**src/rtl/jtopl_eg_pkg.sv**
```systemverilog
// rtl/jtopl_eg_pkg.sv - phase encodings, sizing defaults and step patterns for the OPL envelope controller
package jtopl_eg_pkg;

  localparam int EG_SLOTS = 18;
  localparam int EG_CNTW  = 15;

  localparam logic [1:0] PH_ATTACK  = 2'd0;
  localparam logic [1:0] PH_DECAY   = 2'd1;
  localparam logic [1:0] PH_SUSTAIN = 2'd2;
  localparam logic [1:0] PH_RELEASE = 2'd3;

  // Sustain level 15 maps to the very bottom of the attenuation range.
  localparam logic [4:0] SL_MAX_EXT = 5'd31;

  // Indexed by rate6[1:0]; bit position chosen by the counter-derived index.
  localparam logic [3:0][7:0] STEP_PAT = {8'b11111110, 8'b11101110, 8'b11101010, 8'b10101010};

  typedef struct packed {
    logic [1:0] phase;
    logic       keyon_last;
  } eg_slot_t;

  function automatic logic [4:0] sl_ext(input logic [3:0] sl);
    return (sl == 4'd15) ? SL_MAX_EXT : {1'b0, sl};
  endfunction

endpackage

```
**src/rtl/jtopl_eg_ctrl_if.sv**
```systemverilog
// rtl/jtopl_eg_ctrl_if.sv - per-slot input and control-output bundle of the envelope controller
interface jtopl_eg_ctrl_if;
  logic       cen;
  logic       zero;
  logic       keyon;
  logic [3:0] arate;
  logic [3:0] drate;
  logic [3:0] rrate;
  logic [3:0] sl;
  logic       en_sus;
  logic       ksr;
  logic [3:0] keycode;
  logic [9:0] eg_in;
  logic       attack;
  logic       step;
  logic [4:0] rate;
  logic       sum_up;
  logic [1:0] state;

  modport master (
    output cen, zero, keyon, arate, drate, rrate, sl, en_sus, ksr, keycode, eg_in,
    input  attack, step, rate, sum_up, state
  );

  modport slave (
    input  cen, zero, keyon, arate, drate, rrate, sl, en_sus, ksr, keycode, eg_in,
    output attack, step, rate, sum_up, state
  );
endinterface

```
**src/rtl/jtopl_eg_step.sv**
```systemverilog
// rtl/jtopl_eg_step.sv - maps an effective rate and the global EG counter to step/sum_up
module jtopl_eg_step
  import jtopl_eg_pkg::*;
#(
  parameter int CNTW = EG_CNTW
) (
  input  logic [5:0]      rate6,
  input  logic [CNTW-1:0] eg_cnt,
  output logic            step,
  output logic            sum_up
);

  logic [3:0]      r;
  logic [3:0]      sh;
  logic [CNTW-1:0] mask;
  logic [2:0]      idx;
  logic [7:0]      pat;

  always_comb begin
    r    = rate6[5:2];
    // Slow rates only tick when the low sh counter bits are all zero; fast rates tick every sample.
    sh   = (r < 4'd12) ? (4'd11 - r) : 4'd0;
    mask = (CNTW'(1) << sh) - CNTW'(1);
    idx  = 3'(eg_cnt >> sh);
    pat  = STEP_PAT[rate6[1:0]];
    if (r == 4'd0) begin
      sum_up = 1'b0;
      step   = 1'b0;
    end else begin
      sum_up = ((eg_cnt & mask) == '0);
      step   = pat[idx];
    end
  end

endmodule

```
**src/rtl/jtopl_eg_ctrl.sv**
```systemverilog
// rtl/jtopl_eg_ctrl.sv - per-slot ADSR phase tracking, global EG counter and rate/step generation
module jtopl_eg_ctrl
  import jtopl_eg_pkg::*;
#(
  parameter int SLOTS = EG_SLOTS,
  parameter int CNTW  = EG_CNTW
) (
  input  logic           rst_n,
  input  logic           clk,
  jtopl_eg_ctrl_if.slave eg
);

  eg_slot_t        mem [SLOTS];
  eg_slot_t        head;
  logic [CNTW-1:0] eg_cnt;
  logic [1:0]      nxt;
  logic [3:0]      base;
  logic [6:0]      rate_sum;
  logic [5:0]      rate6;
  logic            step_c;
  logic            sum_up_c;

  assign head = mem[0];

  // Key edges override envelope-driven transitions.
  always_comb begin
    nxt = head.phase;
    if (eg.keyon && !head.keyon_last)
      nxt = PH_ATTACK;
    else if (!eg.keyon && head.keyon_last)
      nxt = PH_RELEASE;
    else if (head.phase == PH_ATTACK && eg.eg_in == 10'd0)
      nxt = PH_DECAY;
    else if (head.phase == PH_DECAY && eg.eg_in[9:5] >= sl_ext(eg.sl))
      nxt = PH_SUSTAIN;
  end

  always_comb begin
    case (nxt)
      PH_ATTACK:  base = eg.arate;
      PH_DECAY:   base = eg.drate;
      PH_SUSTAIN: base = eg.en_sus ? 4'd0 : eg.rrate;
      default:    base = eg.rrate;
    endcase
    rate_sum = {1'b0, base, 2'b00}
             + {3'b000, (eg.ksr ? eg.keycode : {2'b00, eg.keycode[3:2]})};
    if (base == 4'd0)
      rate6 = 6'd0;
    else if (rate_sum > 7'd63)
      rate6 = 6'd63;
    else
      rate6 = rate_sum[5:0];
  end

  jtopl_eg_step #(.CNTW(CNTW)) u_step (
    .rate6  (rate6),
    .eg_cnt (eg_cnt),
    .step   (step_c),
    .sum_up (sum_up_c)
  );

  // The head slot is consumed and its updated entry re-enters at the tail, SLOTS cens later it is head again.
  always_ff @(posedge clk or negedge rst_n) begin
    if (!rst_n) begin
      for (int i = 0; i < SLOTS; i++)
        mem[i] <= '{phase: PH_RELEASE, keyon_last: 1'b0};
      eg_cnt    <= '0;
      eg.attack <= 1'b0;
      eg.step   <= 1'b0;
      eg.rate   <= 5'd0;
      eg.sum_up <= 1'b0;
      eg.state  <= PH_RELEASE;
    end else if (eg.cen) begin
      for (int i = 0; i < SLOTS - 1; i++)
        mem[i] <= mem[i+1];
      mem[SLOTS-1] <= '{phase: nxt, keyon_last: eg.keyon};
      if (eg.zero)
        eg_cnt <= eg_cnt + CNTW'(1);
      eg.attack <= (nxt == PH_ATTACK);
      eg.step   <= step_c;
      eg.rate   <= rate6[5:1];
      eg.sum_up <= sum_up_c;
      eg.state  <= nxt;
    end
  end

endmodule

```
**src/flat_wrapper.sv**
```systemverilog
// flat-port wrapper written by rule: the top's interface ports become plain ports
module jtopl_eg_ctrl_flat import jtopl_eg_pkg::*;
#(
  parameter int SLOTS = EG_SLOTS,
  parameter int CNTW  = EG_CNTW
)
  (rst_n, clk, eg_cen, eg_zero, eg_keyon, eg_arate, eg_drate, eg_rrate, eg_sl, eg_en_sus, eg_ksr, eg_keycode, eg_eg_in, eg_attack, eg_step, eg_rate, eg_sum_up, eg_state);
  jtopl_eg_ctrl_if eg_i ();
  input  logic rst_n;
  input  logic clk;
  input wire logic [$bits(eg_i.cen)-1:0] eg_cen;
  input wire logic [$bits(eg_i.zero)-1:0] eg_zero;
  input wire logic [$bits(eg_i.keyon)-1:0] eg_keyon;
  input wire logic [$bits(eg_i.arate)-1:0] eg_arate;
  input wire logic [$bits(eg_i.drate)-1:0] eg_drate;
  input wire logic [$bits(eg_i.rrate)-1:0] eg_rrate;
  input wire logic [$bits(eg_i.sl)-1:0] eg_sl;
  input wire logic [$bits(eg_i.en_sus)-1:0] eg_en_sus;
  input wire logic [$bits(eg_i.ksr)-1:0] eg_ksr;
  input wire logic [$bits(eg_i.keycode)-1:0] eg_keycode;
  input wire logic [$bits(eg_i.eg_in)-1:0] eg_eg_in;
  output wire logic [$bits(eg_i.attack)-1:0] eg_attack;
  output wire logic [$bits(eg_i.step)-1:0] eg_step;
  output wire logic [$bits(eg_i.rate)-1:0] eg_rate;
  output wire logic [$bits(eg_i.sum_up)-1:0] eg_sum_up;
  output wire logic [$bits(eg_i.state)-1:0] eg_state;
  assign eg_i.cen = eg_cen;
  assign eg_i.zero = eg_zero;
  assign eg_i.keyon = eg_keyon;
  assign eg_i.arate = eg_arate;
  assign eg_i.drate = eg_drate;
  assign eg_i.rrate = eg_rrate;
  assign eg_i.sl = eg_sl;
  assign eg_i.en_sus = eg_en_sus;
  assign eg_i.ksr = eg_ksr;
  assign eg_i.keycode = eg_keycode;
  assign eg_i.eg_in = eg_eg_in;
  assign eg_attack = eg_i.attack;
  assign eg_step = eg_i.step;
  assign eg_rate = eg_i.rate;
  assign eg_sum_up = eg_i.sum_up;
  assign eg_state = eg_i.state;
  jtopl_eg_ctrl #(.SLOTS(SLOTS), .CNTW(CNTW)) u_core (.rst_n(rst_n), .clk(clk), .eg(eg_i));
endmodule
```
**config.mk**
```make
export PLATFORM = sky130hd
export DESIGN_NAME = jtopl_eg_ctrl_flat
export DESIGN_NICKNAME = d
export VERILOG_FILES = /design/src/rtl/jtopl_eg_pkg.sv /design/src/rtl/jtopl_eg_ctrl_if.sv /design/src/rtl/jtopl_eg_step.sv /design/src/rtl/jtopl_eg_ctrl.sv /design/src/flat_wrapper.sv
export SDC_FILE = /design/constraint.sdc
export NUM_CORES = 1
export LEC_CHECK = 0
export BUFFER_PORTS_ARGS = -buffer_cell sky130_fd_sc_hd__clkbuf_2
export CAP_MARGIN = 25
export CORE_ASPECT_RATIO = 0.8
export CORE_MARGIN = 8
export CORE_UTILIZATION = 40
export CTS_CLUSTER_SIZE = 40
export DETAILED_ROUTE_END_ITERATION = 7
export PLACE_DENSITY = 0.68
export SYNTH_ARGS = -nofsm -noshare
export SYNTH_HDL_FRONTEND = slang
export SYNTH_HIERARCHICAL = 1
export SYNTH_SLANG_ARGS = --single-unit
```
**constraint.sdc**
```tcl
create_clock -name clk -period 6.8 [get_ports clk]
set_input_delay 0.34 -clock clk [delete_from_list [all_inputs] [get_ports clk]]
set_output_delay 0.34 -clock clk [all_outputs]
set_load 0.02 [all_outputs]
```
* Word-level counts from Yosys, hierarchy flattened *
Cells that the tools add are included.

cells by class
  shift-type cells = 2
  multiplexer cells = 17
  add/subtract/negate cells = 4
  order comparisons = 5
  reductions and logical operators = 13
  eq/ne operators = 4
  bitwise operators = 1

operator list
  cell                     number
  $bmux W8 S2              1
  $add A15 B1 Y15 const B  1
  $and A15 B15 Y15         1
  $logic_not A15 Y1        1
  $shl A1 B4 Y15 const A   1
  $shr A15 B4 Y3           1
  $sub A15 B2 Y15 const B  1
  $mux W4                  3
  $mux W6                  2
  $pmux W4 S3              1
  $logic_not A10 Y1        1
  $logic_not A4 Y1         2
  $mux W2                  4
  $mux W8                  1
  $add A6 B4 Y7            1
  $gt A7 B6 Y1 const B     1
  $ge A5 B5 Y1             1
  $mux W5                  1
  $eq A2 B1 Y1 const B     2
  $eq A4 B4 Y1 const B     1
  $logic_and A1 B1 Y1      4
  $logic_not A2 Y1         2
  $lt A3 B4 Y1 const B     1
  $lt A4 B4 Y1 const B     1
  7 further kinds          10

storage, ports and cells
  output and inout port bits = 10
  bits in registers = 77
  logic and storage cells = 87
  input bits = 37

* Longest topological paths before layout *
  depth after elaboration = 21
  mapped depth = 28
  mapped depth without buffers = 24

* Hierarchy *
The synthesis kept the hierarchy.

modules (own cells, without submodules)
  module         area each (µm²)  seq. area each (µm²)  instances  cells each
  jtopl_eg_ctrl  3649.8           1971.9                1          288
  jtopl_eg_step  734.5            0.0                   1          104

* Worst setup path after synthesis *
Ideal clock, no wire load.

  path kind = input -> register
  from = in eg_sl[0]
  to = reg u_core.eg.sum_up
  slack = 1825 ps
  path buffers = 5
  arrival time = 4910 ps
  stages = 27
  required time = 6735 ps
  setup time = 65 ps
  cells stage by stage = clkbuf_1 -> ha_1 -> nand2b_1 -> a2111oi_0 -> a221o_1 -> buf_2 -> o22ai_1 -> a21oi_1 -> ha_1 -> fa_1 -> o21ai_1 -> a2111oi_2 -> nor2_1 -> nor2_1 -> buf_6 -> buf_4 -> a21o_1 -> nor2_1 -> nand2_1 -> ha_1 -> buf_2 -> nand2_1 -> maj3_1 -> o31ai_1 -> o21ai_1 -> a221oi_2 -> mux2_2

on the way
  word-level cells in the longest chain between the ends = 21
  elaborated cells on any way between the ends = 26
  classes of those cells = add/sub (3); order compare (3); eq/ne (3); shift (1); mux (10); bitwise (1); reduce/logical (5)

RTL lines
  item                                           line                    RTL
  from (decl)                                    flat_wrapper.sv:17      input wire logic [$bits(eg_i.sl)-1:0] eg_sl;
  $eq A4 B4 Y1                                   jtopl_eg_pkg.sv:24      return (sl == 4'd15) ? SL_MAX_EXT : {1'b0, sl};
  $mux W5 *                                      jtopl_eg_pkg.sv:24
  $ge A5 B5 Y1 *                                 jtopl_eg_ctrl.sv:34     else if (head.phase == PH_DECAY && eg.eg_in[9:5] >= sl_ext(eg.sl))
  $logic_and A1 B1 Y1 *                          jtopl_eg_ctrl.sv:34
  $mux W2 *                                      jtopl_eg_ctrl.sv:34
  $mux W2 *                                      jtopl_eg_ctrl.sv:32     else if (head.phase == PH_ATTACK && eg.eg_in == 10'd0)
  $mux W2 *                                      jtopl_eg_ctrl.sv:30     else if (!eg.keyon && head.keyon_last)
  $mux W2 *                                      jtopl_eg_ctrl.sv:28     if (eg.keyon && !head.keyon_last)
  [6 not listed]                                 n/a
  net u_core.rate6[2]                            jtopl_eg_ctrl.sv:19     logic [5:0] rate6;
  $sub A4 B4 Y4 or $lt A4 B4 Y1 (tied branches)  jtopl_eg_step.sv:22     sh = (r < 4'd12) ? (4'd11 - r) : 4'd0;
  $mux W4                                        jtopl_eg_step.sv:22
  $shl A1 B4 Y15                                 jtopl_eg_step.sv:23     mask = (CNTW'(1) << sh) - CNTW'(1);
  $sub A15 B2 Y15                                jtopl_eg_step.sv:23
  $and A15 B15 Y15                               jtopl_eg_step.sv:30     sum_up = ((eg_cnt & mask) == '0);
  $logic_not A15 Y1                              jtopl_eg_step.sv:30
  $mux W1 *                                      jtopl_eg_step.sv:26     if (r == 4'd0) begin
  net u_core.sum_up_c                            jtopl_eg_ctrl.sv:21     logic sum_up_c;
  to (signal assigned)                           jtopl_eg_ctrl.sv:82     eg.sum_up <= sum_up_c;
  to (decl)                                      jtopl_eg_ctrl_if.sv:27  output attack, step, rate, sum_up, state

Mark *: on every way through the listed nets, which the timed path passes. The rest lies on a longest branch.
A chain may end at the register's enable or synchronous reset.

* Worst setup path in the final report *
  from = in eg_eg_in[5]
  to = reg u_core.eg.sum_up

on the way
  word-level cells in the longest chain between the ends = 19
  elaborated cells on any way between the ends = 26
  classes of those cells = add/sub (3); order compare (3); eq/ne (2); shift (1); mux (9); bitwise (1); reduce/logical (7)

RTL lines
  item                                           line                 RTL
  from (decl)                                    flat_wrapper.sv:21   input wire logic [$bits(eg_i.eg_in)-1:0] eg_eg_in;
  $ge A5 B5 Y1                                   jtopl_eg_ctrl.sv:34
  $logic_and A1 B1 Y1                            jtopl_eg_ctrl.sv:34
  $mux W2                                        jtopl_eg_ctrl.sv:34
  $mux W2 *                                      jtopl_eg_ctrl.sv:32
  $mux W2 *                                      jtopl_eg_ctrl.sv:30
  $mux W2 *                                      jtopl_eg_ctrl.sv:28
  $eq A2 B2 Y1 (tied with other cells)           jtopl_eg_ctrl.sv:39  case (nxt)
  $pmux W4 S3 *                                  jtopl_eg_ctrl.sv:39
  [4 not listed]                                 n/a
  net u_core.rate6[2]                            jtopl_eg_ctrl.sv:19
  $sub A4 B4 Y4 or $lt A4 B4 Y1 (tied branches)  jtopl_eg_step.sv:22
  $mux W4                                        jtopl_eg_step.sv:22
  $shl A1 B4 Y15                                 jtopl_eg_step.sv:23
  $sub A15 B2 Y15                                jtopl_eg_step.sv:23
  $and A15 B15 Y15                               jtopl_eg_step.sv:30
  $logic_not A15 Y1                              jtopl_eg_step.sv:30
  $mux W1 *                                      jtopl_eg_step.sv:26
  net u_core.sum_up_c                            jtopl_eg_ctrl.sv:21

Marked as above.

==> out/qor.txt <==
Outcome = finished clean
Dpl cells = 565
Synth Instances = 392
Clock Pin Slew Worst Setup and Hold Paths = 0.06 ns
CTS tree = built
Hold buffer count at cts = 0
Power per cell area = 368 nW/um2
Syn_area_per_cell = 11.2 um2
Seq/Total Area, Yosys = 45.0%
Htree depth = 3
Core ar. = 10800 um2
# resized after CTS = 0
Vias in the first global route = 3054
Row cnt = 34
Pleak = 0.00215 uW
Clock skew = 0.00502 ns
Post-CTS Setup Bufs = 0
Clk_lat worst skew = 0.33 ns
CTS buffer count = 9
Slew @ Worst Pin = 1.07 ns
Post-synth EDFFs = 0
Number of detailed-route iterations in the first pass = 4
GR Util All Layers = 12.7%
Post-DP HPWL = 6.18 mm
Syn nets = 439
Final setup margin = 1.44 ns
Type of origin of the critical path = primary input
Diodes inserted = 0
Commonest non-fill, non-tap cell in the layout = mux2_2
Final instance area = 5040 um2
Worst Path Arrival = 5.63 ns
RSZ-0062 raised after global routing = false
Die Wd = 133 um
Initial antenna violation count = 0
Area grow syn2layout = 14.9%
Setup CP Type = in2reg
Vias = 3175
Tcrit/Tclk final = 78.8%
Tmin final = 5.36 ns
First-pass GRT wire length = 15.3 mm
Post-DRT Antenna Nets = 0
Setup TNS = 0 ns
WP data required = 7.07 ns
Total Wirelength = 9.02 mm
Fmax = 187 MHz
Clock Path Buffers = 2
Die Y = 110 um
Post-synthesis cell area = 4380 um2
Root Buffer = clkbuf_16
Worst-path fanout max = 24
GPL Wtd Cong = 0.879
Nets@finish = 480
Share of layout cells above drive strength 1 = 40.2%
#FFs+latches synth = 77
Post-layout power = 1850 uW
Synth cell types = 72
Max-slew violations = 0
Peak supply drop = 0.154 mV
Hold crit path type = in2async
Worst slew margin = 28.0%
Full die area = 14600 um2
Post-Place Worst Slack = 1.09 ns
DRC viols = 0
Finished Layout Cells = 582
Final setup vio count = 0
Most frequent cells in the layout = 54 x mux2_2, 45 x clkbuf_2, 41 x dfrtp_1
Dpl cell area = 4700 um2
Vias per Instance = 5.46
Pin count of the biggest net entering global routing = 78
Ports = 47
Sink Count = 77
Routed WL per cell = 15.5 um
Initial Util = 40.7%
Final Hold Fails = 0
Async SR Flop Fraction = 100%
Maxcap violations = 0
Initial DRC Count = 190
GR Overflow Total = 0
Synth warnings = 6
I/O Buffers = 46
Kind of end point of the critical path = register
Main flop type after synthesis = dfrtp_1
final timing paths:
kind                                   start                end  slack, ns  cells past startpoint
min in group clk                     eg_zero   u_core/eg_cnt[2]       0.32                      3
setup / recovery                 eg_eg_in[5]   u_core/eg.sum_up       1.44                     25
hold / removal                         rst_n     u_core/mem[18]       0.03                      2
setup reg to reg              u_core/head[2]   u_core/eg.sum_up       1.48                     23
hold reg to reg            u_core/eg_cnt[14]  u_core/eg_cnt[14]       0.47                      1
max in group asynchronous              rst_n      u_core/mem[1]       6.43                      2
report_power, final:
group | leakage, uW | switching [uW] | internal [uW]
logic | 0.00112 | 353 | 302
registers | 0.000882 | 102 | 597
clock network | 0.000151 | 182 | 319
Yosys cell counts (3+ instances only):
library cell	count	area share, %
a211o_1	3	0.60
a211oi_1	4	0.68
a21o_1	6	1.0
a21oi_1	13	1.5
a31oi_1	3	0.43
and2_1	5	0.71
and3_1	3	0.43
buf_2	8	0.91
buf_4	4	0.68
buf_6	4	1.0
clkbuf_1	6	0.51
dfrtp_1	41	23
dfstp_2	36	22
ha_1	9	2.6
inv_1	12	1.0
mux2_2	54	14
mux4_2	3	1.5
nand2_1	21	1.8
nand2b_1	5	0.71
nand3_1	10	1.1
nand4_1	4	0.57
nor2_1	23	2.0
nor2b_1	6	0.86
nor3_1	4	0.46
o21ai_0	18	2.1
o21ai_1	5	0.57
o22ai_1	9	1.3
o2bb2ai_1	3	0.60
xnor2_1	12	2.4
xor2_1	4	0.80
state kept, by name, summed over array words and instances (netlist names):
name / cells
u_core/eg_cnt: 15
u_core/mem: 51
u_core/eg.attack: 1
u_core/eg.sum_up: 1
u_core/eg.step: 1
u_core/head: 3
u_core/eg.rate: 5
final cells by class:
type                    instances  area (um2)
repair buffers                 52         298
fillers                       987        5720
flip-flops and latches         77        1970
multi-input cells             278        2220
clock buffers                   9         225
clock inverters                 7        88.8
inverters                      15        56.3
well taps                     144         180
cells by family (layout without fill, tap and decap cells):
family          after synthesis  count (layout)  share of synthesized area [%]
fa+ha+maj                    13              13                           3.74
xor+xnor                     16              16                           3.20
buf+inv                      37              83                           4.42
flops                        77              77                           45.0
compound gates               91              91                           15.0
mux                          61              61                           16.6
simple gates                 97              97                           12.1
layer usage:
| metal | vias up | share of wire (%) | global-route usage (%) |
|---|---|---|---|
| li1 | 1523 | - | - |
| met5 | - | 0 | 0 |
| met1 | 1528 | 49 | 18.2 |
| met4 | 0 | 1.1 | 3.88 |
| met3 | 10 | 8.2 | 4.16 |
| met2 | 114 | 41 | 17.6 |
critical path: stages:
cell,delay (ns)
clkbuf_2,0.12
inv_1,0.05
ha_1,0.29
nand2b_1,0.14
a2111oi_0,0.41
a221o_1,0.50
o22ai_1,0.21
a21oi_1,0.16
ha_1,0.20
fa_1,0.29
o21ai_1,0.11
a2111oi_2,0.59
nor2_1,0.08
nor2_1,0.10
buf_4,0.29
a21o_1,0.18
nor2_1,0.07
nand2_1,0.08
ha_1,0.27
nand2_1,0.08
maj3_1,0.36
o31ai_1,0.24
o21ai_1,0.10
a221oi_2,0.17
mux2_2,0.17
per-stage QoR:
step                util [%]  hold WS, ns
floorplan                  -       0.0444
global placement        43.6        0.465
detailed placement      43.6        0.470
CTS                     46.6        0.194
global route            46.8       0.0530
finish                  46.8       0.0312
(Power assumes the default switching activity.)
